<file path="src/rtl/mul_pkg.sv">
// +-----------------------------------------------------------------+
// | mul_pkg : shared width, count width helper and FSM encoding     |
// | Revision: 1.0                                                   |
// +-----------------------------------------------------------------+
`default_nettype none

package mul_pkg;

  localparam int MUL_WIDTH = 16;

  typedef enum logic [0:0] {
    ST_IDLE = 1'b0,
    ST_RUN  = 1'b1
  } mul_state_e;

  // The counter must be able to hold WIDTH itself, not just WIDTH-1.
  function automatic int mul_cnt_width(input int width);
    return $clog2(width + 1);
  endfunction

  localparam int MUL_CNT_W = mul_cnt_width(MUL_WIDTH);

endpackage

`default_nettype wire

</file>
<file path="src/rtl/mul_step.sv">
// +-----------------------------------------------------------------+
// | mul_step : one combinational shift-add iteration                |
// | Revision: 1.0                                                   |
// +-----------------------------------------------------------------+
`default_nettype none

module mul_step #(
  parameter int WIDTH = 16
) (
  input  logic [2*WIDTH-1:0] acc,
  input  logic [2*WIDTH-1:0] mcand,
  input  logic [WIDTH-1:0]   mplr,
  output logic [2*WIDTH-1:0] acc_nxt,
  output logic [2*WIDTH-1:0] mcand_nxt,
  output logic [WIDTH-1:0]   mplr_nxt
);

  always_comb begin
    acc_nxt   = mplr[0] ? (acc + mcand) : acc;
    mcand_nxt = {mcand[2*WIDTH-2:0], 1'b0};
    mplr_nxt  = {1'b0, mplr[WIDTH-1:1]};
  end

endmodule

`default_nettype wire

</file>
<file path="src/rtl/multiplier_seq.sv">
// +-----------------------------------------------------------------+
// | multiplier_seq : shift-add multiplier, product = A*B + addend   |
// | Option macro MUL_EARLY_TERM_EN: finish once multiplier drains.  |
// | Revision: 1.0                                                   |
// +-----------------------------------------------------------------+
`default_nettype none

module multiplier_seq
  import mul_pkg::*;
#(
  parameter int WIDTH = MUL_WIDTH
) (
  input  logic               clk,
  input  logic               rst,
  input  logic               start,
  input  logic [WIDTH-1:0]   multiplicand,
  input  logic [WIDTH-1:0]   multiplier,
  input  logic [WIDTH-1:0]   addend,
  output logic [2*WIDTH-1:0] product,
  output logic               ready,
  output logic               done
);

  localparam int CNT_W = mul_cnt_width(WIDTH);

  mul_state_e         state_q,   state_d;
  logic [2*WIDTH-1:0] acc_q,     acc_d;
  logic [2*WIDTH-1:0] mcand_q,   mcand_d;
  logic [WIDTH-1:0]   mplr_q,    mplr_d;
  logic [CNT_W-1:0]   cnt_q,     cnt_d;
  logic [2*WIDTH-1:0] product_q, product_d;
  logic               ready_q,   ready_d;
  logic               done_q,    done_d;

  logic [2*WIDTH-1:0] step_acc;
  logic [2*WIDTH-1:0] step_mcand;
  logic [WIDTH-1:0]   step_mplr;
  logic               finish;

  mul_step #(
    .WIDTH (WIDTH)
  ) u_step (
    .acc       (acc_q),
    .mcand     (mcand_q),
    .mplr      (mplr_q),
    .acc_nxt   (step_acc),
    .mcand_nxt (step_mcand),
    .mplr_nxt  (step_mplr)
  );

`ifdef MUL_EARLY_TERM_EN
  // Once no multiplier bits remain, further iterations cannot change acc.
  assign finish = (cnt_q == CNT_W'(1)) || (step_mplr == '0);
`else
  assign finish = (cnt_q == CNT_W'(1));
`endif

  always_comb begin
    state_d   = state_q;
    acc_d     = acc_q;
    mcand_d   = mcand_q;
    mplr_d    = mplr_q;
    cnt_d     = cnt_q;
    product_d = product_q;
    ready_d   = ready_q;
    done_d    = 1'b0;

    case (state_q)
      ST_IDLE: begin
        if (start) begin
          acc_d   = {{WIDTH{1'b0}}, addend};
          mcand_d = {{WIDTH{1'b0}}, multiplicand};
          mplr_d  = multiplier;
          cnt_d   = CNT_W'(WIDTH);
          ready_d = 1'b0;
          state_d = ST_RUN;
        end
      end
      ST_RUN: begin
        acc_d   = step_acc;
        mcand_d = step_mcand;
        mplr_d  = step_mplr;
        cnt_d   = cnt_q - CNT_W'(1);
        if (finish) begin
          product_d = step_acc;
          done_d    = 1'b1;
          ready_d   = 1'b1;
          state_d   = ST_IDLE;
        end
      end
      default: begin
        state_d = ST_IDLE;
        ready_d = 1'b1;
      end
    endcase
  end

  always_ff @(posedge clk or posedge rst) begin
    if (rst) begin
      state_q   <= ST_IDLE;
      acc_q     <= '0;
      mcand_q   <= '0;
      mplr_q    <= '0;
      cnt_q     <= '0;
      product_q <= '0;
      ready_q   <= 1'b1;
      done_q    <= 1'b0;
    end else begin
      state_q   <= state_d;
      acc_q     <= acc_d;
      mcand_q   <= mcand_d;
      mplr_q    <= mplr_d;
      cnt_q     <= cnt_d;
      product_q <= product_d;
      ready_q   <= ready_d;
      done_q    <= done_d;
    end
  end

  assign product = product_q;
  assign ready   = ready_q;
  assign done    = done_q;

endmodule

`default_nettype wire
</file>
<file path="config.mk">
export PLATFORM = sky130hd
export DESIGN_NAME = multiplier_seq
export DESIGN_NICKNAME = d
export VERILOG_FILES = /design/src/rtl/mul_pkg.sv /design/src/rtl/mul_step.sv /design/src/rtl/multiplier_seq.sv
export SDC_FILE = /design/constraint.sdc
export NUM_CORES = 1
export LEC_CHECK = 0
export BUFFER_PORTS_ARGS = -buffer_cell sky130_fd_sc_hd__buf_2
export CAP_MARGIN = 30
export CORE_UTILIZATION = 54
export DETAILED_ROUTE_END_ITERATION = 8
export HOLD_SLACK_MARGIN = 0.05
export PLACE_DENSITY_LB_ADDON = 0.25
export SLEW_MARGIN = 10
export SYNTH_ARGS = -nofsm -noshare
export SYNTH_HDL_FRONTEND = slang
export SYNTH_HIERARCHICAL = 1
export SYNTH_SLANG_ARGS = --single-unit
</file>
<file path="constraint.sdc">
create_clock -name clk -period 3.6 [get_ports clk]
set_clock_uncertainty 0.2 [all_clocks]
set_input_delay 0.54 -clock clk [delete_from_list [all_inputs] [get_ports clk]]
set_output_delay 0.54 -clock clk [all_outputs]
set_load 0.02 [all_outputs]
</file>
==> results_tabular.tex <==
\begin{tabular}{lr}
\hline
Metric & Value \\
\hline
\multicolumn{2}{l}{\textbf{Pwr}} \\
Share of total power in combinational logic & 53.6\% \\
Power per unit of standard cell area & 1150 nW/um\^{}2 \\
Switching power summed over all nets & 3.87 mW \\
Lkg Pwr & 4.01 nW \\
Final Power & 9.40 mW \\
Sequential Power Share & 27.8\% \\
Share of total power in the clock network & 18.6\% \\
Switch share & 41.1\% \\
Internal power contribution & 5.54 mW \\
Peak VDD IR & 542 uV \\
\multicolumn{2}{l}{\textbf{Floorplan}} \\
Initial Util & 55.5\% \\
DIE WIDTH & 119 microns \\
Height of the chip & 119 microns \\
Area of the die & 14100 sq um \\
Number of rows created at floorplan & 42 \\
Total I/O pin count & 85 \\
Core region area & 13200 sq um \\
\multicolumn{2}{l}{\textbf{GRT}} \\
GRT overflow & 0 \\
Global-route wire length before repair & 25900 microns \\
Antenna violations before repair & 0 \\
Number of global-route vias before repair & 5331 \\
Maximum number of pins on one net before global-route repair & 88 \\
GRT Util Overall & 23.2\% \\
\multicolumn{2}{l}{\textbf{Worst setup path}} \\
Cell family contributing the most delay on the critical path & compound AO/OA/AOI/OAI gates \\
Critical path buffers and inverters & 0 \\
Slowest cell delay on critical path & 0.43 ns \\
Path length in cells of the critical path & 10 \\
Critical path class & reg2reg \\
Data arrival time at the worst-slack endpoint & 3.53 ns \\
Slowest cell on the critical path & dfrtp\_1 \\
Nature of the critical path startpoint & flip-flop \\
Worst-path maximum fanout & 4 \\
Cell Chain, Critical Path & ha\_1, a211o\_1, a211o\_1, a31oi\_2, o21ai\_1, a221o\_1, a21oi\_1, xnor2\_1, mux2\_2, mux2\_2 \\
Type of destination of the critical path & flip-flop \\
Worst Reg-to-Reg Cells & 10 \\
Required time reported for the critical path endpoint & 3.70 ns \\
\multicolumn{2}{l}{\textbf{Routing}} \\
Vias per cell & 5.70 \\
Sum of routed wire length over all layers & 15200 microns \\
Antenna Nets Post-Route & 0 \\
Number of iterations in the first detailed-routing pass & 5 \\
DRC violation total after the first TritonRoute iteration & 342 \\
Routed vias & 5351 \\
DRC & 0 \\
Average wire length per cell after detail routing & 16.2 microns \\
\multicolumn{2}{l}{\textbf{Placement}} \\
Pre-CTS worst setup slack & 0.103 ns \\
Final weighted congestion in routability-driven placement & 0.876 \\
Number of buffer cells added on primary ports & 84 \\
Post-DP HPWL & 10200 microns \\
\multicolumn{2}{l}{\textbf{STA}} \\
Number of max-slew violations in the final report & 0 \\
Tcrit/Tclk final & 95.3\% \\
Final worst setup slack & 0.168 ns \\
Max-slew headroom & 39.7\% \\
Transition time of the tightest slew-check pin & 0.905 ns \\
Final Hold Vio Count & 0 \\
Unrepaired setup endpoints after global routing & false \\
Setup TNS after final layout & 0 ns \\
Maximum clock rate & 291 MHz \\
Clock period minus final worst setup slack & 3.43 ns \\
Setup violation total in the final timing report & 0 \\
\multicolumn{2}{l}{\textbf{Outcome}} \\
Result of the run & finished clean \\
\multicolumn{2}{l}{\textbf{Hold path}} \\
Hold Crit Class & in2reg \\
Cell depth of the worst hold path & 3 \\
\multicolumn{2}{l}{\textbf{Synthesis}} \\
Count of unique library cells instantiated by Yosys & 63 \\
Share of Yosys cell area claimed by the top area cell type & 40.5\% \\
Cell accounting for the most synthesized area & dfrtp\_1 \\
FF+latch count, synth & 120 \\
Post-synthesis cell count & 727 \\
Warnings, synthesis & 6 \\
Synth area leaders & dfrtp\_1, mux2\_2, mux2i\_1 \\
Synthesized area per cell & 10.1 sq um \\
Post-Syn Area & 7350 sq um \\
Flip-flop cell with the highest count after synthesis & dfrtp\_1 \\
Post-synthesis async set-or-reset flop share & 100\% \\
Number of enable-type register cells in the synthesized netlist & 0 \\
Fraction of the yosys area taken by sequential cells & 40.9\% \\
\multicolumn{2}{l}{\textbf{Finish}} \\
Nets@finish & 835 \\
Area growth, synth to finish & 11.1\% \\
Most common cell after layout, fill and taps aside & dfrtp\_1 \\
Layout cells sized above 1 & 25.8\% \\
Antenna Diode Count & 0 \\
Final core area utilization & 61.7\% \\
Top library cells by usage in the layout, fill and taps aside & dfrtp\_1, buf\_2, nand2\_1, o21ai\_0, mux2\_2 \\
\multicolumn{2}{l}{\textbf{Clock network}} \\
Clock latency at the later pin of the worst-skew pair & 0.42 ns \\
Number of buffers on the longest clock path & 2 \\
Clock input transition at the sequential cells of the worst setup and hold paths & 0.05 ns \\
TritonCTS clock tree & built \\
Number of sinks driven by the clock tree & 120 \\
Root Buffer & clkbuf\_16 \\
\# H-tree levels & 4 \\
Num CTS Buffers & 17 \\
\multicolumn{2}{l}{\textbf{Run}} \\
Number of maximum-capacitance violations & 0 \\
\hline
\end{tabular}
power groups by stage:
stage	sequential, mW	clock [mW]	combinational [mW]
after floorplan	2.63	0	4.14
after global placement	2.60	0	4.82
after detailed placement	2.63	0	4.93
after CTS	2.62	1.78	4.99
after global routing	2.72	1.85	5.58
final	2.61	1.75	5.04
logic make-up (layout without fill, tap and decap cells):
kind of cell               count (synthesis)  after routing  synth area share [%]
AOI/OAI and AO/OA                        185            185                  16.3
xor gates and xnor gates                  29             29                  3.46
adders and majority gates                 34             34                  5.89
buffers and inverters                     99            134                  7.97
DFF                                      120            120                  40.9
muxes                                    107            107                  15.6
other                                      1              2                0.0510
and+or+nand+nor                          152            152                  9.91
what timing repair did:
action,4_1_cts,5_1_grt
setup buffers,0,1
resized for setup,0,2
endpoints found under the setup margin,0,4
endpoints found under the hold margin,16,0
hold buffers,1,0
cells in the mapped netlist (4+ instances only):
cell,n
nor2_1,13
nand2b_1,18
nand3_1,13
mux2i_1,49
buf_1,4
nand4_1,7
buf_4,49
nand2_1,81
o21ai_0,74
clkbuf_1,30
inv_1,7
xor2_1,11
dfrtp_1,119
a21oi_1,34
a211o_1,5
a22o_1,17
buf_2,6
xnor2_1,18
mux2_2,57
a21o_1,25
ha_1,33
worst register-to-register path, delay by kind of cell (launching register included):
family                     cells  cell delay (ns)
DFF                            1             0.43
xor gates and xnor gates       1             0.09
adders and majority gates      1             0.33
muxes                          2             0.54
AOI/OAI and AO/OA              6             1.71
path summary, 6_finish.rpt:
path | slack, ns | startpoint | to
setup / recovery | 0.17 | acc_q[1] | product[27]
hold / removal | 0.21 | multiplier[10] | mplr_q[10]
setup reg to reg | 0.17 | acc_q[1] | product[27]
hold reg to reg | 0.28 | product[11] | product[11]
max in group asynchronous | 1.99 | rst | mcand_q[9]
min in group asynchronous | 0.48 | rst | mplr_q[5]
final cells by class:
| type | instances | area [sq um] |
|---|---|---|
| clock buffer | 25 | 495 |
| clock inverter | 7 | 115 |
| fill | 1098 | 5070 |
| inverter | 7 | 30.0 |
| multi-input combinational | 509 | 3780 |
| sequential | 120 | 3010 |
| tap | 176 | 220 |
| timing repair buffer | 95 | 524 |
through the flow:
stage / hold WS, ns / cell area [sq um] / std cells
after floorplan: 0.283 / 7360 / 728
after global placement: 0.262 / 7520 / 904
after detailed placement: 0.272 / 7520 / 904
after CTS: 0.195 / 8140 / 937
after global routing: 0.206 / 8170 / 939
final: 0.209 / 8170 / 939
layer usage:
metal	vias up	wire (microns)	global-route usage (%)
met5	-	0	0
met4	0	251	9.10
met3	19	630	5.84
met2	124	7100	36.7
met1	2617	7180	30.5
li1	2591	-	-
registers in the layout, indices dropped and copies added, names as in the netlist:
signal and count:
product 32, mcand_q 32, acc_q 32, done 1, cnt_q 5, state_q 1, mplr_q 16, ready 1
Power figures use the tool's default switching activity.
